[src/rtl/tinychip_pkg.sv]
// -----------------------------------------------------------------------------
// tinychip_pkg
// Shared definitions for the tinychip front end:
//   ADDR_W_DEF / INSTR_W_DEF : default instruction-memory geometry (256 x 9)
//   HALT_INSTR_DEF           : instruction word that stops fetch
//   fetch_state_t            : fetch sequencer state encoding (2 bits)
// -----------------------------------------------------------------------------
package tinychip_pkg;

   localparam int              ADDR_W_DEF     = 8;
   localparam int              INSTR_W_DEF    = 9;
   localparam logic [8:0]      HALT_INSTR_DEF = 9'h1FF;

   typedef enum logic [1:0] {
      IDLE   = 2'd0,
      RUN    = 2'd1,
      HALTED = 2'd2
   } fetch_state_t;

endpackage

[src/rtl/fetch_sequencer.sv]
// -----------------------------------------------------------------------------
// fetch_sequencer
// Program-counter sequencer for the synchronous instruction memory. Drives
// every memory address, presents fetched words to decode with a valid/stall
// handshake, and handles start, zero-bubble redirects, HALT and end-of-memory
// faults.
//
// Ports:
//   clk, reset       clock; asynchronous active-high reset
//   start, start_pc  begin fetching at start_pc (IDLE/HALTED only)
//   imem_addr        combinational address to instruction memory
//   imem_instr       registered memory data (1-cycle latency)
//   instr_out        instruction to decode (pass-through of imem_instr)
//   instr_pc         address of instr_out
//   instr_valid      instr_out holds a valid fetched instruction
//   stall            decode not ready; hold current instruction
//   redirect_valid   next fetch comes from redirect_pc
//   redirect_pc      redirect target
//   halted           sequencer is in HALTED
//   fault            sticky end-of-memory fault (WRAP_EN = 0 only)
//   retired          saturating count of consumed instructions
// -----------------------------------------------------------------------------
module fetch_sequencer
   import tinychip_pkg::*;
#(
   parameter int                 ADDR_W     = ADDR_W_DEF,
   parameter int                 INSTR_W    = INSTR_W_DEF,
   parameter logic [INSTR_W-1:0] HALT_INSTR = HALT_INSTR_DEF,
   parameter int                 WRAP_EN    = 1,
   parameter int                 CNT_W      = 16
) (
   input  logic               clk,
   input  logic               reset,
   input  logic               start,
   input  logic [ADDR_W-1:0]  start_pc,
   output logic [ADDR_W-1:0]  imem_addr,
   input  logic [INSTR_W-1:0] imem_instr,
   output logic [INSTR_W-1:0] instr_out,
   output logic [ADDR_W-1:0]  instr_pc,
   output logic               instr_valid,
   input  logic               stall,
   input  logic               redirect_valid,
   input  logic [ADDR_W-1:0]  redirect_pc,
   output logic               halted,
   output logic               fault,
   output logic [CNT_W-1:0]   retired
);

   localparam logic [1:0] S_IDLE   = IDLE;
   localparam logic [1:0] S_RUN    = RUN;
   localparam logic [1:0] S_HALTED = HALTED;

   logic [1:0]         r_state;
   logic [ADDR_W-1:0]  r_pc;
   logic [ADDR_W-1:0]  r_instr_pc;
   logic               r_valid;
   logic               r_halted;
   logic               r_fault;
   logic [CNT_W-1:0]   r_retired;

   logic [1:0]         w_state_nxt;
   logic [ADDR_W-1:0]  w_addr;
   logic [ADDR_W-1:0]  w_pc_nxt;
   logic [ADDR_W-1:0]  w_instr_pc_nxt;
   logic               w_valid_nxt;
   logic               w_fault_nxt;
   logic               w_consume;
   logic               w_is_halt;
   logic               w_at_max;

   function automatic logic [CNT_W-1:0] sat_inc(input logic [CNT_W-1:0] v);
      return (v == {CNT_W{1'b1}}) ? v : v + 1'b1;
   endfunction

   // A redirect consumes the presented word even while decode stalls.
   assign w_consume = r_valid & (~stall | redirect_valid);
   assign w_is_halt = (imem_instr == HALT_INSTR);
   assign w_at_max  = (r_instr_pc == {ADDR_W{1'b1}});

   always_comb begin
      w_state_nxt    = r_state;
      w_addr         = r_pc;
      w_pc_nxt       = r_pc;
      w_instr_pc_nxt = r_instr_pc;
      w_valid_nxt    = r_valid;
      w_fault_nxt    = r_fault;
      if (r_state == S_RUN) begin
         if (redirect_valid) begin
            w_addr         = redirect_pc;
            w_instr_pc_nxt = redirect_pc;
            w_pc_nxt       = redirect_pc + 1'b1;
            w_valid_nxt    = 1'b1;
         end else if (stall && r_valid) begin
            // Re-read the presented word so the memory output holds steady.
            w_addr = r_instr_pc;
         end else if (w_consume && w_is_halt) begin
            w_state_nxt = S_HALTED;
            w_valid_nxt = 1'b0;
         end else if (w_consume && w_at_max && (WRAP_EN == 0)) begin
            // The wrapped read of address 0 in flight is simply dropped.
            w_state_nxt = S_HALTED;
            w_valid_nxt = 1'b0;
            w_fault_nxt = 1'b1;
         end else begin
            w_instr_pc_nxt = r_pc;
            w_pc_nxt       = r_pc + 1'b1;
            w_valid_nxt    = 1'b1;
         end
      end else begin
         w_valid_nxt = 1'b0;
         if (start) begin
            w_addr         = start_pc;
            w_instr_pc_nxt = start_pc;
            w_pc_nxt       = start_pc + 1'b1;
            w_valid_nxt    = 1'b1;
            w_fault_nxt    = 1'b0;
            w_state_nxt    = S_RUN;
         end
      end
   end

   always_ff @(posedge clk or posedge reset) begin
      if (reset) begin
         r_state    <= S_IDLE;
         r_pc       <= '0;
         r_instr_pc <= '0;
         r_valid    <= 1'b0;
         r_halted   <= 1'b0;
         r_fault    <= 1'b0;
         r_retired  <= '0;
      end else begin
         r_state    <= w_state_nxt;
         r_pc       <= w_pc_nxt;
         r_instr_pc <= w_instr_pc_nxt;
         r_valid    <= w_valid_nxt;
         r_halted   <= (w_state_nxt == S_HALTED);
         r_fault    <= w_fault_nxt;
         if (w_consume) begin
            r_retired <= sat_inc(r_retired);
         end
      end
   end

   // Memory shares the reset, so force address 0 while it is held.
   assign imem_addr   = reset ? '0 : w_addr;
   assign instr_out   = imem_instr;
   assign instr_pc    = r_instr_pc;
   assign instr_valid = r_valid;
   assign halted      = r_halted;
   assign fault       = r_fault;
   assign retired     = r_retired;

endmodule

[config.mk]
export PLATFORM = sky130hd
export DESIGN_NAME = fetch_sequencer
export DESIGN_NICKNAME = d
export VERILOG_FILES = /design/src/rtl/tinychip_pkg.sv /design/src/rtl/fetch_sequencer.sv
export SDC_FILE = /design/constraint.sdc
export NUM_CORES = 1
export LEC_CHECK = 0
export ABC_AREA = 1
export BUFFER_PORTS_ARGS = -buffer_cell sky130_fd_sc_hd__buf_4
export CORE_UTILIZATION = 52
export DETAILED_ROUTE_END_ITERATION = 10
export PLACE_DENSITY = 0.92
export SLEW_MARGIN = 5
export SYNTH_ARGS = -nofsm -noshare
export SYNTH_HDL_FRONTEND = slang
export SYNTH_SLANG_ARGS = --single-unit
[constraint.sdc]
create_clock -name clk -period 2.2 [get_ports clk]
set_clock_uncertainty 0.2 [all_clocks]
set_input_delay 0.22 -clock clk [delete_from_list [all_inputs] [get_ports clk]]
set_output_delay 0.22 -clock clk [all_outputs]
set_load 0.05 [all_outputs]
* After elaboration in Yosys (flattened, before gate mapping)
Index checks and enable logic that the tools add are counted.
Storage, ports and cells: register bits after elaboration 36, output and inout bits 44, bits of input ports 30, word-level logic and storage cells 50
Operators by class: $add $sub $neg 4, reductions and logical operators 5, bitwise gates (word level) 4, muxes and demuxes 25, equal/unequal tests 6
Operator list (count):
- $mux W8 | 15
- $add A8 B1 Y8 const B | 3
- $add A16 B1 Y16 const B | 1
- $eq A16 B16 Y1 const B | 1
- $mux W2 | 5
- $eq A9 B9 Y1 const B | 1
- $ne A3 B3 Y1 const B | 2
- $mux W1 | 5
- $reduce_and A3 Y1 | 1
- $eq A2 B1 Y1 const B | 1
- $eq A2 B2 Y1 const B | 1
- $logic_and A1 B1 Y1 | 2
- $not A1 Y1 | 2
- $reduce_and A2 Y1 | 1
- $reduce_bool A2 Y1 | 1
- $and A1 B1 Y1 | 1
- $or A1 B1 Y1 | 1

* Depth between registers and ports, before layout
word-level depth 9, gate-level depth with buffers 13, depth with buffers taken out 12

* Least setup slack after synthesis
No wires, ideal clock.
path type input to output, from input reset, to output imem_addr[2], setup slack -0.675 ns, data arrival time 2.455 ns, buffers on the path 0, stages 3, cells stage by stage inv_1 > o31ai_1 > a221oi_1
Between the ends: cells in the longest elaborated chain, start to end 1
RTL lines:
- start, declared | RTL line fetch_sequencer.sv:33 | input logic reset,
- $mux W8 | RTL line fetch_sequencer.sv:145 | assign imem_addr = reset ? '0 : w_addr;
- end, declared | RTL line fetch_sequencer.sv:36 | output logic [ADDR_W-1:0] imem_addr,
No other way between the ends.

* Final worst setup path
from register r_state[0], to output imem_addr[0]
Between the ends: cells in the longest elaborated chain, start to end 3
RTL lines:
- start, declared | RTL line fetch_sequencer.sv:53 | logic [1:0] r_state;
- start signal, assigned | RTL line fetch_sequencer.sv:132 | r_state <= w_state_nxt;
- $eq A2 B1 Y1 | RTL line fetch_sequencer.sv:87 | if (r_state == S_RUN) begin
- $mux W8 | RTL line fetch_sequencer.sv:87
- $mux W8 | RTL line fetch_sequencer.sv:145
No other way between the ends.

==> flow_summary.json <==
{
  "status": "complete, but fails checks",
  "violated_checks": "design-rule violations",
  "grt.total_usage_pct": 29.16,
  "tritoncts": "built",
  "timing.critical_path.to_type": "output port",
  "crit_required_ns": 1.78,
  "timing.setup.tns_ns": 0,
  "layout.nets": 456,
  "synth.largest_area_cell": "sky130_fd_sc_hd__dfrtp_1",
  "startpoint": "r_state[0]$_DFF_PP0_",
  "leakagePower_nw": 1.574,
  "postSynthNetCount": 390,
  "power_frac_seq_pct": 34.6,
  "chipWidth_um": 71.30,
  "worst_setup_hold_path_clk_slew_ns": 0.07,
  "post_synth_num_cell_types": 34,
  "synthesis.area_per_instance_um2": 6.976,
  "reg2reg_from": "r_state[0]$_DFF_PP0_",
  "worst_hold_path.endpoint": "r_state[0]$_DFF_PP0_",
  "ff2ff_setup_slack_ns": 0.21,
  "power.share.switching_pct": 47.42,
  "place_ws_ns": 0.2236,
  "via_per_inst": 5.618,
  "wl_met2_mm": 3.287,
  "synth.area.top_cells": "sky130_fd_sc_hd__dfrtp_1, sky130_fd_sc_hd__nand2_1, sky130_fd_sc_hd__o21ai_0, sky130_fd_sc_hd__inv_1, sky130_fd_sc_hd__nand3_1",
  "netlist.area_leader.share_pct": 36.07,
  "fillCellCount": 359,
  "root_buffer": "sky130_fd_sc_hd__clkbuf_8",
  "postSynthCellCount": 358,
  "dr.pass1.iters": 8,
  "grt_pass1_vias": 2484,
  "initial_core_utilization_pct": 55.82,
  "post-route-worst-setup-slack_ns": 0.08764,
  "antenna_found_initial": 0,
  "synthTopCellsByCount": "sky130_fd_sc_hd__nand2_1, sky130_fd_sc_hd__dfrtp_1, sky130_fd_sc_hd__inv_1",
  "r2r_cells": 10,
  "gpl.final_weighted_congestion": 1.021,
  "antenna_violating_nets_post_route": 0,
  "total_setup_violations_reported_at_the_end_of_the_flow": 0,
  "core_um2": 4474,
  "clock-sinks": 36,
  "synthesis.yosys.warnings": 0,
  "post-route-drc-count": 4,
  "postSynth.topFlopCell": "sky130_fd_sc_hd__dfrtp_1",
  "antenna-diode-count": 0,
  "max_cap_viols": 0,
  "dieArea_um2": 5084,
  "p_int_mw": 1.477,
  "power.ir.vdd_worst_uv": 530.1,
  "worst_hold_path_type": "input pin to register",
  "post_synth_instance_area_um2": 2497,
  "cts_buffers": 5,
  "dr.max_layer_used": "met4",
  "yosys.cell_count.top_type": "sky130_fd_sc_hd__nand2_1",
  "setup.worst_path.class": "register to output port",
  "wirelength_mm": 7.090,
  "met3RoutedLength_um": 603,
  "detailroute.via_count": 2680,
  "path_max_fanout": 9,
  "worstSetupStartpointType": "register",
  "drt-wirelength-per-cell_um": 14.86,
  "timing.rr.end": "r_pc[6]$_DFFE_PP0P_",
  "p_switching_mw": 1.332,
  "min-delay-start": "start",
  "place_hpwl_mm": 5.092,
  "wire_length_of_the_first_global_routing_pass_mm": 11.54,
  "ys_async_sr_fraction_pct": 100.0,
  "placementRows": 24,
  "worst_skew_pair.late_latency_ns": 0.29,
  "timing.final.max_slew_violations": 0,
  "timing.hold.worst_path_depth": 3,
  "synth_enable_flop_cells": 0,
  "port_buffers": 72,
  "number_of_buffers_on_the_longest_clock_path": 2,
  "max_freq_mhz": 473.4,
  "timing.max_slew.rel_slack_pct": 56.50,
  "grt_start_max_net_pins": 25,
  "ys_ff_latch": 36,
  "power_density_nw_per_um2": 880.3,
  "die_y_um": 71.30,
  "first_iter_violations": 273,
  "power.clock.fraction_pct": 17.3,
  "finalCritPeriodShare_pct": 96.02,
  "finalHoldViolCount": 0,
  "post-route-min-period_ns": 2.112,
  "remaining_global_route_overflow": 0,
  "comb_power_share_pct": 48.0,
  "layout-drive-gt1-share_pct": 25.88,
  "total_routed_wire_length_on_the_met1_layer_mm": 2.927,
  "design.portCount": 74,
  "worst_ep_arrival_time_ns": 1.69,
  "cts_htree_levels": 2,
  "flow.area_growth_from_synthesis_pct": 27.81,
  "finalPower_mw": 2.810,
  "synth.yosys.seq_area_share_pct": 36.07,
  "tightest_slew_ns": 0.6503
}
sequential cells by signal (all words and copies together) (netlist names):
name	flops
retired	16
instr_pc	8
r_pc	8
r_state	2
halted	1
instr_valid	1
how the worst max path moves through the flow:
stage / to / slack (ns) / cells past startpoint
2_1_floorplan: imem_addr[3] / 0.001 / 5
6_report: imem_addr[0] / 0.09 / 6
3_5_place_dp: r_pc[6]$_DFFE_PP0P_ / 0.22 / 10
4_1_cts: imem_addr[5] / 0.05 / 7
5_1_grt: imem_addr[5] / -0.003 / 7
3_3_place_gp: r_pc[6]$_DFFE_PP0P_ / 0.30 / 10
per-stage QoR:
stage                     cells  instance area, um2  utilization [%]  hold WS, ns
after CTS                   474                3137            70.11      0.09274
after detailed placement    464                3022            67.53      0.06556
after global routing        477                3192            71.34       0.1546
after global placement      464                3022            67.53      0.06380
final                       477                3192            71.34       0.1046
after floorplan             358                2536                -    -0.003493
cell type report:
type	instances	area, um2	share of cell area (%)
Timing Repair Buffer	80	621.8	19.48
Inverter	37	150.1	4.704
Sequential cell	36	902.1	28.26
Multi-Input combinational cell	264	1363	42.69
Tap cell	52	65.06	2.038
Clock buffer	8	90.09	2.822
power groups by stage:
stage | Clock [mW] | Combinational [mW] | Sequential, mW
floorplan | 0 | 0.559 | 1.33
CTS | 0.492 | 1.34 | 0.965
global placement | 0 | 1.29 | 0.970
global route | 0.515 | 1.45 | 0.988
finish | 0.487 | 1.35 | 0.972
detailed placement | 0 | 1.33 | 0.971
critical path: stages (launching register included):
cell,delay (ns)
sky130_fd_sc_hd__dfrtp_1,0.44
sky130_fd_sc_hd__inv_4,0.14
sky130_fd_sc_hd__nor2_4,0.09
sky130_fd_sc_hd__o21ai_0,0.17
sky130_fd_sc_hd__o21ai_0,0.14
sky130_fd_sc_hd__a211oi_2,0.20
sky130_fd_sc_hd__buf_4,0.22
metal layers:
| layer | track usage, % | vias to the layer above |
|---|---|---|
| met4 | 13.11 | 0 |
| met5 | 0 | - |
| met3 | 6.048 | 31 |
| met2 | 45.61 | 137 |
| li1 | - | 1286 |
| met1 | 39.20 | 1226 |
kinds of logic after synthesis:
group | share of synthesized area, %
AO/OA/AOI/OAI | 15.73
XOR/XNOR | 4.559
adder cells (fa/ha/maj) | 1.002
buffers and inverters | 12.07
flip-flops | 36.07
multiplexers | 0.4008
other | 0.1502
AND/OR/NAND/NOR | 30.01
cell usage in the layout, fill, tap and decap left out, types with 3 or more instances in the layout:
cell	synthesis	routed
sky130_fd_sc_hd__nand2_1	108	108
sky130_fd_sc_hd__buf_4	13	76
sky130_fd_sc_hd__dfrtp_1	36	35
sky130_fd_sc_hd__inv_1	33	32
sky130_fd_sc_hd__nor2_1	27	27
sky130_fd_sc_hd__o21ai_0	25	25
sky130_fd_sc_hd__nand3_1	23	23
sky130_fd_sc_hd__o21ai_1	17	17
sky130_fd_sc_hd__a21oi_1	15	10
sky130_fd_sc_hd__xnor2_1	7	7
sky130_fd_sc_hd__nor3_1	6	6
sky130_fd_sc_hd__xor2_1	6	6
sky130_fd_sc_hd__clkbuf_8	0	6
sky130_fd_sc_hd__a21oi_2	0	5
sky130_fd_sc_hd__nand2_4	2	3
sky130_fd_sc_hd__o211ai_1	3	3
sky130_fd_sc_hd__a211oi_2	0	3
timing repair:
item	in CTS	in global routing
endpoints found under the setup margin	2	4
hold buffers	2	0
pin swaps	0	1
gates resized for setup	1	5
cloned	0	2
hold endpoints to repair	12	0
setup buffers	0	1
No activity file was read; power rests on OpenSTA's default activity.
